File: src/rtl/udt_pkg.sv
// Shared UDT control-packet types, codes and sizing.
package udt_pkg;

    localparam int unsigned UDT_TYPE_W     = 4;
    localparam int unsigned UDT_WORD_W     = 32;
    localparam int unsigned UDT_BEAT_W     = 64;
    localparam int unsigned UDT_KEEP_W     = UDT_BEAT_W / 8;
    localparam int unsigned UDT_INFO_WORDS = 12;
    localparam int unsigned UDT_INFO_W     = UDT_INFO_WORDS * UDT_WORD_W;
    localparam int unsigned UDT_BIDX_W     = 3;

    localparam logic [UDT_TYPE_W-1:0] UDT_T_HS   = 4'd0;
    localparam logic [UDT_TYPE_W-1:0] UDT_T_KA   = 4'd1;
    localparam logic [UDT_TYPE_W-1:0] UDT_T_ACK  = 4'd2;
    localparam logic [UDT_TYPE_W-1:0] UDT_T_NAK  = 4'd3;
    localparam logic [UDT_TYPE_W-1:0] UDT_T_SHUT = 4'd5;
    localparam logic [UDT_TYPE_W-1:0] UDT_T_ACK2 = 4'd6;

    localparam logic UDT_CTRL_FLAG = 1'b1;

    // Body beats (two info words per beat) for the types that carry a body
    localparam logic [UDT_BIDX_W-1:0] UDT_BODY_ACK = 3'd3;
    localparam logic [UDT_BIDX_W-1:0] UDT_BODY_HS  = 3'd6;
    localparam logic [UDT_BIDX_W-1:0] UDT_BODY_NAK = 3'd1;

    // Packed index of info word0 (occupies the top 32 bits of cmd_info)
    localparam logic [3:0] UDT_WORD0_IDX = 4'd11;

    typedef enum logic [2:0] {
        ST_INIT,
        ST_IDLE,
        ST_HDR0,
        ST_HDR1,
        ST_BODY
    } udt_ctrl_state_t;

    typedef logic [UDT_INFO_WORDS-1:0][UDT_WORD_W-1:0] udt_info_t;

    // Command fields captured at accept
    typedef struct packed {
        logic [UDT_TYPE_W-1:0] ctype;
        logic [UDT_WORD_W-1:0] ts;
        logic [UDT_WORD_W-1:0] sock;
        udt_info_t             info;
    } udt_ctrl_cmd_t;

    typedef struct packed {
        logic [UDT_BEAT_W-1:0] data;
        logic [UDT_KEEP_W-1:0] keep;
    } udt_beat_t;

    function automatic logic udt_type_supported(input logic [UDT_TYPE_W-1:0] t);
        return (t == UDT_T_HS) || (t == UDT_T_KA) || (t == UDT_T_ACK) ||
               (t == UDT_T_NAK) || (t == UDT_T_SHUT) || (t == UDT_T_ACK2);
    endfunction

    function automatic logic [UDT_BIDX_W-1:0] udt_body_beats(input logic [UDT_TYPE_W-1:0] t);
        case (t)
            UDT_T_HS:  return UDT_BODY_HS;
            UDT_T_ACK: return UDT_BODY_ACK;
            UDT_T_NAK: return UDT_BODY_NAK;
            default:   return 3'd0;
        endcase
    endfunction

endpackage

File: src/rtl/udt_ts_counter.sv
// Free-running microsecond timestamp: prescaler plus 32-bit wrapping counter.
module udt_ts_counter #(
    parameter int unsigned CLK_PER_US = 156
) (
    input  logic        core_clk,
    input  logic        core_rst_n,
    output logic [31:0] ts_now
);

    localparam int unsigned PRE_W = (CLK_PER_US > 1) ? $clog2(CLK_PER_US) : 1;
    localparam logic [PRE_W-1:0] PRE_MAX = PRE_W'(CLK_PER_US - 1);

    logic [PRE_W-1:0] pre;

    // Count clocks within a microsecond; bump the timestamp on the wrap
    always_ff @(posedge core_clk) begin
        if (!core_rst_n) begin
            pre    <= '0;
            ts_now <= 32'd0;
        end else if (pre == PRE_MAX) begin
            pre    <= '0;
            ts_now <= ts_now + 32'd1;
        end else begin
            pre    <= pre + PRE_W'(1);
        end
    end

endmodule

File: src/rtl/udt_ctrl_pkt_gen.sv
// UDT control packet builder: command latch, header/body beat mux, AXI-Stream FSM.
module udt_ctrl_pkt_gen
    import udt_pkg::*;
#(
    parameter int unsigned CLK_PER_US = 156
) (
    input  logic                  core_clk,
    input  logic                  core_rst_n,
    input  logic                  cmd_valid,
    output logic                  cmd_ready,
    input  logic [UDT_TYPE_W-1:0] cmd_type,
    input  logic [UDT_WORD_W-1:0] cmd_addl,
    input  logic [UDT_INFO_W-1:0] cmd_info,
    input  logic [UDT_WORD_W-1:0] dst_sock_id,
    output logic [UDT_BEAT_W-1:0] out_tdata,
    output logic [UDT_KEEP_W-1:0] out_tkeep,
    output logic                  out_tvalid,
    input  logic                  out_tready,
    output logic                  out_tlast,
    output logic                  err_unsup,
    output logic [UDT_WORD_W-1:0] ts_now
);

    udt_ctrl_state_t       state;
    udt_ctrl_cmd_t         cmd_q;
    logic [UDT_BIDX_W-1:0] body_n;
    logic [UDT_BIDX_W-1:0] beat_idx;
    logic [UDT_BIDX_W-1:0] nxt_idx_c;
    udt_beat_t             nxt_beat_c;
    logic                  beat_done_c;

    udt_ts_counter #(.CLK_PER_US(CLK_PER_US)) u_ts (
        .core_clk   (core_clk),
        .core_rst_n (core_rst_n),
        .ts_now     (ts_now)
    );

    // Body beat idx: two info words, or the NAK single/range special case
    function automatic udt_beat_t body_beat(input udt_ctrl_cmd_t c, input logic [UDT_BIDX_W-1:0] idx);
        udt_beat_t  b;
        logic [3:0] wi;
        wi     = 4'(UDT_WORD0_IDX - {idx, 1'b0});
        b.data = {c.info[wi], c.info[4'(wi - 4'd1)]};
        b.keep = 8'hFF;
        if ((c.ctype == UDT_T_NAK) && !c.info[UDT_WORD0_IDX][31]) begin
            b.data = {c.info[UDT_WORD0_IDX], 32'h0};
            b.keep = 8'hF0;
        end
        return b;
    endfunction

    assign cmd_ready   = (state == ST_IDLE);
    assign beat_done_c = out_tvalid && out_tready;

    // Select the body beat to present after the current one
    always_comb begin
        nxt_idx_c  = 3'd0;
        if (state == ST_BODY) begin
            nxt_idx_c = beat_idx + 3'd1;
        end
        nxt_beat_c = body_beat(cmd_q, nxt_idx_c);
    end

    // Packet FSM with registered stream outputs
    always_ff @(posedge core_clk) begin
        if (!core_rst_n) begin
            state      <= ST_INIT;
            cmd_q      <= '0;
            body_n     <= '0;
            beat_idx   <= '0;
            out_tdata  <= '0;
            out_tkeep  <= '0;
            out_tvalid <= 1'b0;
            out_tlast  <= 1'b0;
            err_unsup  <= 1'b0;
        end else begin
            err_unsup <= 1'b0;
            case (state)
                ST_INIT: state <= ST_IDLE;

                ST_IDLE: begin
                    if (cmd_valid) begin
                        if (udt_type_supported(cmd_type)) begin
                            cmd_q.ctype <= cmd_type;
                            cmd_q.ts    <= ts_now;
                            cmd_q.sock  <= dst_sock_id;
                            cmd_q.info  <= cmd_info;
                            body_n      <= udt_body_beats(cmd_type);
                            out_tdata   <= {UDT_CTRL_FLAG, 15'(cmd_type), 16'h0,
                                            ((cmd_type == UDT_T_ACK) || (cmd_type == UDT_T_ACK2))
                                                ? cmd_addl : 32'h0};
                            out_tkeep   <= 8'hFF;
                            out_tvalid  <= 1'b1;
                            out_tlast   <= 1'b0;
                            state       <= ST_HDR0;
                        end else begin
                            err_unsup   <= 1'b1;
                        end
                    end
                end

                ST_HDR0: begin
                    if (beat_done_c) begin
                        out_tdata <= {cmd_q.ts, cmd_q.sock};
                        out_tlast <= (body_n == 3'd0);
                        state     <= ST_HDR1;
                    end
                end

                ST_HDR1: begin
                    if (beat_done_c) begin
                        if (body_n == 3'd0) begin
                            out_tdata  <= '0;
                            out_tkeep  <= '0;
                            out_tvalid <= 1'b0;
                            out_tlast  <= 1'b0;
                            state      <= ST_IDLE;
                        end else begin
                            beat_idx  <= 3'd0;
                            out_tdata <= nxt_beat_c.data;
                            out_tkeep <= nxt_beat_c.keep;
                            out_tlast <= (body_n == 3'd1);
                            state     <= ST_BODY;
                        end
                    end
                end

                ST_BODY: begin
                    if (beat_done_c) begin
                        if (out_tlast) begin
                            out_tdata  <= '0;
                            out_tkeep  <= '0;
                            out_tvalid <= 1'b0;
                            out_tlast  <= 1'b0;
                            state      <= ST_IDLE;
                        end else begin
                            beat_idx  <= nxt_idx_c;
                            out_tdata <= nxt_beat_c.data;
                            out_tkeep <= nxt_beat_c.keep;
                            out_tlast <= ((beat_idx + 3'd2) == body_n);
                        end
                    end
                end

                default: state <= ST_IDLE;
            endcase
        end
    end

endmodule
File: config.mk
export PLATFORM = sky130hd
export DESIGN_NAME = udt_ctrl_pkt_gen
export DESIGN_NICKNAME = d
export VERILOG_FILES = /design/src/rtl/udt_pkg.sv /design/src/rtl/udt_ts_counter.sv /design/src/rtl/udt_ctrl_pkt_gen.sv
export SDC_FILE = /design/constraint.sdc
export NUM_CORES = 1
export LEC_CHECK = 0
export ABC_AREA = 1
export CAP_MARGIN = 0
export CELL_PAD_IN_SITES_DETAIL_PLACEMENT = 0
export CELL_PAD_IN_SITES_GLOBAL_PLACEMENT = 2
export CORE_MARGIN = 2
export CORE_UTILIZATION = 29
export DETAILED_ROUTE_END_ITERATION = 16
export GPL_ROUTABILITY_DRIVEN = 1
export PLACE_DENSITY_LB_ADDON = 0.1
export SETUP_SLACK_MARGIN = 0.1
export SYNTH_ARGS = -nofsm -noshare
export SYNTH_HDL_FRONTEND = slang
export SYNTH_SLANG_ARGS = --single-unit
File: constraint.sdc
create_clock -name core_clk -period 5.9 [get_ports core_clk]
set_input_delay 0.59 -clock core_clk [delete_from_list [all_inputs] [get_ports core_clk]]
set_output_delay 0.59 -clock core_clk [all_outputs]
set_load 0.02 [all_outputs]
==> results of run 1 <==
==> path summary, 6_finish.rpt <==
check	to	slack [ps]	depth (start not counted)
worst max-delay path	out_tdata[31]$_SDFFE_PN0P_	2320	13
worst min-delay path	cmd_q[279]$_SDFFE_PN0P_	450	2
worst max register to register	out_tdata[31]$_SDFFE_PN0P_	2320	13
worst min register to register	cmd_q[279]$_SDFFE_PN0P_	450	2
==> kinds of logic after synthesis <==
family          after synthesis  share of synthesized area [%]
simple gates               1761                          28.10
flops                       570                          44.97
compound gates              880                          17.69
buf+inv                     524                          8.501
xor+xnor                     17                         0.5868
fa+ha+maj                     3                         0.1480
==> sequential cells by signal (all words and copies together) (netlist names) <==
register	flops
u_ts.ts_now	32
out_tkeep	2
cmd_q	452
body_n	3
state	3
out_tdata	64
out_tlast	1
err_unsup	1
out_tvalid	1
u_ts.pre	8
beat_idx	3
==> metal layers <==
layer / track usage, % / up-vias / part of all wire [%]
met3: 4.444 / 132 / 6.1
met4: 6.655 / 6 / 2.1
met1: 36.97 / 11951 / 49
met5: 0 / - / 0.039
li1: - / 12937 / -
met2: 35.94 / 752 / 42
==> critical path: cells and delay by family (launching register included) <==
family / cells / cell delay, ps
buf+inv: 6 / 1430
simple gates: 5 / 1360
flops: 1 / 450
compound gates: 2 / 190
==> power by group through the flow <==
| stage | Clock, µW | Combinational [µW] | Sequential (µW) |
|---|---|---|---|
| after floorplan | 0 | 2230 | 4760 |
| after global placement | 0 | 3990 | 4660 |
| after detailed placement | 0 | 3960 | 4660 |
| after CTS | 4360 | 3980 | 4590 |
| after global routing | 4510 | 4380 | 4640 |
| final | 4250 | 3970 | 4580 |
==> Yosys cell counts (all sizes together), types with 3 or more instances <==
library cell,number
ha,3
nor3,29
buf,95
nand3,236
nor4,4
inv,246
o21a,9
o21ai,579
nand4,41
a21oi,255
clkbuf,182
xor2,11
a31oi,27
dfxtp,570
nor2,661
o211ai,4
xnor2,6
nand2,789
==> area by class of cell <==
type	count	share of cell area (%)
multi-input cells	2661	35.09
flip-flops and latches	570	33.76
inverters	247	2.780
well taps	1155	4.276
clock buffers	100	6.030
repair buffers	589	17.52
diodes	8	0.05923
clock inverters	19	0.4812
==> stage by stage <==
| stage | hold slack (ps) | std cells |
|---|---|---|
| after floorplan | 424.5 | 3755 |
| after global placement | 436.5 | 5222 |
| after detailed placement | 442.6 | 5222 |
| after CTS | 425.8 | 5341 |
| after global routing | 450.3 | 5348 |
| final | 452.0 | 5349 |
==> flow_metrics.py, run 1 <==
metrics = {
    "flow_run": {
        "drv_cap": 0,
    },
    "power_and_ir_drop": {
        "seq_power_share_pct": 35.8,
        "power.density_nw_per_um2": 379.0,
        "swShare_pct": 36.47,
        "p_clk_share_pct": 33.2,
        "internal_power_uw": 8138,
        "p_comb_share_pct": 31.0,
        "power.switching_uw": 4672,
        "peakVddDrop_mv": 0.2295,
        "p_leak_uw": 0.01333,
        "totalPowerFinal_uw": 12810,
    },
    "setup_path": {
        "path_cells": "buf_4 > inv_2 > nand2_1 > inv_2 > nor2_4 > inv_2 > nand2_1 > nand3_2 > inv_2 > buf_4 > nand2_1 > o21ai_0 > a21oi_1",
        "critPathRequiredTime_ps": 6360,
        "r2r-start": "state[2]$_SDFFE_PN0P_",
        "cp_common_cell": "inv_2",
        "end_kind": "register",
        "arrival_ps": 4040,
        "startpoint": "state[2]$_SDFFE_PN0P_",
        "path_class": "reg -> reg",
        "worstPathMaxFanout": 60,
        "cpMaxStageDelayCell": "nand3_2",
        "critPathMaxStageDelay_ps": 690,
        "cp-start-kind": "register",
    },
    "clocking": {
        "root_buffer": "clkbuf_16",
        "postCtsSetupBuffers": 0,
        "clk_latency_ps": 610,
        "cts.repair.resized": 0,
        "cts_made_buffers": 71,
        "hold_buffers": 0,
        "cts_tree": "built",
        "path_clk_slew_ps": 60,
        "max-clock-path-buffers": 3,
        "htreeDepth": 3,
        "cts.sinks": 570,
    },
    "detailed_routing": {
        "drc": 0,
        "wl_per_cell_um": 21.49,
        "via_per_inst": 4.819,
        "dr.first_iter.drc_count": 2027,
        "ant_nets": 0,
        "vias": 25778,
        "wirelength_um": 114900,
        "dr.pass1.iters": 6,
    },
    "floorplan": {
        "start_util_pct": 29.25,
        "die_h_um": 299.8,
        "core_um2": 86750,
        "die-area_um2": 89870,
        "std_cell_rows": 108,
        "fp.dieW_um": 299.8,
        "ios": 564,
    },
    "worst_hold_path": {
        "hold_class": "reg -> reg",
        "min-delay-start": "cmd_q[279]$_SDFFE_PN0P_",
    },
    "logic_synthesis": {
        "yosys-top-cells-area": "dfxtp_1, nand2_1, o21ai_0",
        "yosys_warnings": 0,
        "synth.yosys.seq_area_share_pct": 44.97,
        "syn-cell-area_um2": 25370,
        "synth_top_area_cell": "dfxtp_1",
        "ys_seq_elements": 570,
        "async_reset_ff_share_pct": 0,
        "synth_top_cell_area_share_pct": 44.97,
        "synth_area_per_cell_um2": 6.757,
        "syn_inst": 3755,
        "synth_top_flop_cell": "dfxtp_1",
        "synth-edff-count": 0,
        "synth_nets": 4214,
        "ys_types": 34,
    },
    "finish": {
        "fillers": 9430,
        "final_core_util_pct": 38.96,
        "drive_above_1_share_pct": 3.918,
        "final_common_cell": "nand2_1",
        "multi_input_area_um2": 11860,
        "stdcell_area_um2": 33800,
        "syn_to_final_growth_pct": 33.21,
        "final_cell_mix": "nand2_1, nor2_1, dfxtp_1, clkdlybuf4s50_1, o21ai_0",
        "regArea_um2": 11410,
        "layout.nets": 4599,
    },
    "placement": {
        "gp_congestion": 0.8467,
        "dp_worst_setup_slack_ps": 2109,
        "portBuffers": 563,
        "post_dp_cell_area_um2": 31580,
        "place_hpwl_um": 80360,
    },
    "sta": {
        "setup-tns-final_ps": 0,
        "max_freq_mhz": 279.6,
        "post-route-period-util_pct": 60.61,
        "fin_skew_ps": 23.30,
        "hold_violations": 0,
        "slew_headroom_pct": 28.78,
        "fin_ws_ps": 2324,
        "final-setup-viol-count": 0,
        "period_needed_ps": 3576,
        "maxSlewViolCount": 0,
        "rsz0062_at_grt": "false",
        "worstMarginPinSlew_ps": 1068,
    },
    "global_route": {
        "groute.usage.overall_pct": 24.68,
        "grt_antenna_before_repair": 14,
        "grt_overflow": 0,
        "grt_max_degree": 211,
        "grt_pass1_vias": 24712,
        "grt_first_pass_wirelength_um": 166400,
    },
    "run_status": {
        "outcome": "finished clean",
    },
}
No activity file was read; power rests on OpenSTA's default activity.
==> run 2, diff against run 1 <==
--- a/config.mk
+++ b/config.mk
@@ -10,7 +10,7 @@
 export CELL_PAD_IN_SITES_DETAIL_PLACEMENT = 0
 export CELL_PAD_IN_SITES_GLOBAL_PLACEMENT = 2
 export CORE_MARGIN = 2
-export CORE_UTILIZATION = 29
+export CORE_UTILIZATION = 25
 export DETAILED_ROUTE_END_ITERATION = 16
 export GPL_ROUTABILITY_DRIVEN = 1
 export PLACE_DENSITY_LB_ADDON = 0.1
==> constraint.sdc (replaced) <==
create_clock -name core_clk -period 3.09 [get_ports core_clk]
set_input_delay 0.309 -clock core_clk [delete_from_list [all_inputs] [get_ports core_clk]]
set_output_delay 0.309 -clock core_clk [all_outputs]
set_load 0.02 [all_outputs]
==> run 2 against run 1 <==
Net effect: die area up 16%; via count up 1.1%; clock skew down 4.8 ps; first-iteration DRC count up 4.5%; sequential power up 93%; utilization down 4.2 points; register-to-register slack worse by 2000 ps; clock power up 110%; worst setup slack worse by 2000 ps; largest power group unchanged.
==> flow_metrics.py, run 2 (same netlist as run 1, synthesis figures left out) <==
metrics = {
    "run_status": {
        "outcome": "finished clean",
    },
    "sta": {
        "fin_skew_ps": 18.51,
        "post-route-period-util_pct": 90.00,
        "maxSlewViolCount": 0,
        "rsz0062_at_grt": "false",
        "final-setup-viol-count": 0,
        "setup-tns-final_ps": 0,
        "slew_headroom_pct": 38.53,
        "hold_violations": 0,
        "worstMarginPinSlew_ps": 912.4,
        "whs_ps": 209.2,
        "max_freq_mhz": 359.6,
        "period_needed_ps": 2781,
    },
    "clocking": {
        "htreeDepth": 3,
        "clk_latency_ps": 640,
        "root_buffer": "clkbuf_16",
        "cts_tree": "built",
        "cts_made_buffers": 72,
        "cts.sinks": 570,
        "path_clk_slew_ps": 60,
        "max-clock-path-buffers": 3,
    },
    "setup_path": {
        "end_kind": "output pin",
        "critPathRequiredTime_ps": 2780,
        "cp-start-kind": "register",
        "worstPathMaxFanout": 28,
        "path_class": "reg -> out",
        "arrival_ps": 2470,
    },
    "global_route": {
        "groute.usage.overall_pct": 22.78,
        "use_met3_pct": 4.426,
        "grt_max_degree": 129,
        "grt_first_pass_wirelength_um": 174600,
        "met1_usage_pct": 33.82,
        "grt_util_met2_pct": 33.76,
        "grt_antenna_before_repair": 17,
        "top_usage_layer": "met1",
        "grt_pass1_vias": 25108,
        "grt_overflow": 0,
    },
    "floorplan": {
        "ios": 564,
        "std_cell_rows": 116,
        "fp.dieW_um": 322.6,
        "die-area_um2": 104100,
        "start_util_pct": 25.30,
        "die_h_um": 322.6,
        "core_um2": 100300,
    },
    "finish": {
        "largest_reg_flops": 452,
        "fin_cells": 5603,
        "fillers": 10998,
        "drive_above_1_share_pct": 5.091,
        "final_cell_mix": "nand2_1, nor2_1, dfxtp_1, clkdlybuf4s50_1, o21ai_0",
        "top_regs": "cmd_q x452, out_tdata x64, u_ts.ts_now x32",
        "layout.nets": 4650,
        "regMostFlops": "cmd_q",
        "multi_input_area_um2": 11860,
        "final_common_cell": "nand2_1",
        "syn_to_final_growth_pct": 37.56,
        "regArea_um2": 11410,
    },
    "detailed_routing": {
        "ant_nets": 0,
        "vias": 26050,
        "dr.pass1.iters": 5,
        "dr.first_iter.drc_count": 2118,
        "wirelength_um": 121800,
        "drc": 0,
        "wl_per_cell_um": 21.74,
        "via_per_inst": 4.649,
    },
    "placement": {
        "portBuffers": 563,
        "dp_cells": 5471,
        "gp_congestion": 0.8373,
        "place_hpwl_um": 88850,
    },
    "power_and_ir_drop": {
        "peakVddDrop_mv": 0.6218,
        "power.density_nw_per_um2": 745.5,
        "p_leak_uw": 0.01376,
    },
    "flow_run": {
        "drv_cap": 0,
    },
    "worst_hold_path": {
        "hold_class": "in -> reg",
    },
}
run 2: repair_timing:
item,CTS,global route
endpoints found under the hold margin,0,0
setup buffers,0,3
resized for setup,0,1
setup endpoints to repair,0,7
hold buffers,0,0
run 2: worst paths after layout:
path         cells after the start                    start  slack, ps                      endpoint
min reg2reg                      2  cmd_q[404]$_SDFFE_PN0P_        450       cmd_q[404]$_SDFFE_PN0P_
min                              3               core_rst_n        210  u_ts.ts_now[19]$_SDFFE_PN0P_
max                              5    state[2]$_SDFFE_PN0P_        310                     cmd_ready
max reg2reg                     10    state[2]$_SDFFE_PN0P_        350    out_tdata[19]$_SDFFE_PN0P_
run 2: layer usage:
metal / wire, µm / share of wire [%] / vias to the layer above
li1: - / - / 13031
met1: 61000 / 50 / 12134
met2: 51390 / 42 / 746
met3: 7199 / 5.9 / 125
met4: 2157 / 1.8 / 14
met5: 92 / 0.076 / -
run 2: per-stage QoR:
stage | total power (µW) | instance area, µm² | setup WS, ps | util, %
final | 26020 | 34900 | 309.0 | 34.80
after global placement | 17360 | 32450 | 163.6 | 32.35
after floorplan | 13340 | 25370 | 1229 | -
after global routing | 27430 | 34900 | 154.3 | 34.80
after CTS | 26270 | 34860 | 262.1 | 34.75
after detailed placement | 17300 | 32450 | 223.7 | 32.35
run 2: final cells by class:
cell class	count	share of cell area [%]
Inverter	247	2.696
Clock inverter	16	0.6811
Sequential cell	570	32.69
Tap cell	1357	4.865
Timing Repair Buffer	639	18.85
Antenna cell	3	0.02151
Multi-Input combinational cell	2661	33.98
Clock buffer	110	6.220
run 2: critical path: stages (launching register included):
cell and delay (ps):
dfxtp_1 360, buf_4 380, nor2_2 110, nand2_1 190, clkinv_1 200, clkdlybuf4s50_1 590
run 2: where the power goes:
part | switching, µW | internal, µW | total, µW
registers | 578 | 8270 | 8850
clock network | 3520 | 5330 | 8850
logic | 5510 | 2810 | 8320
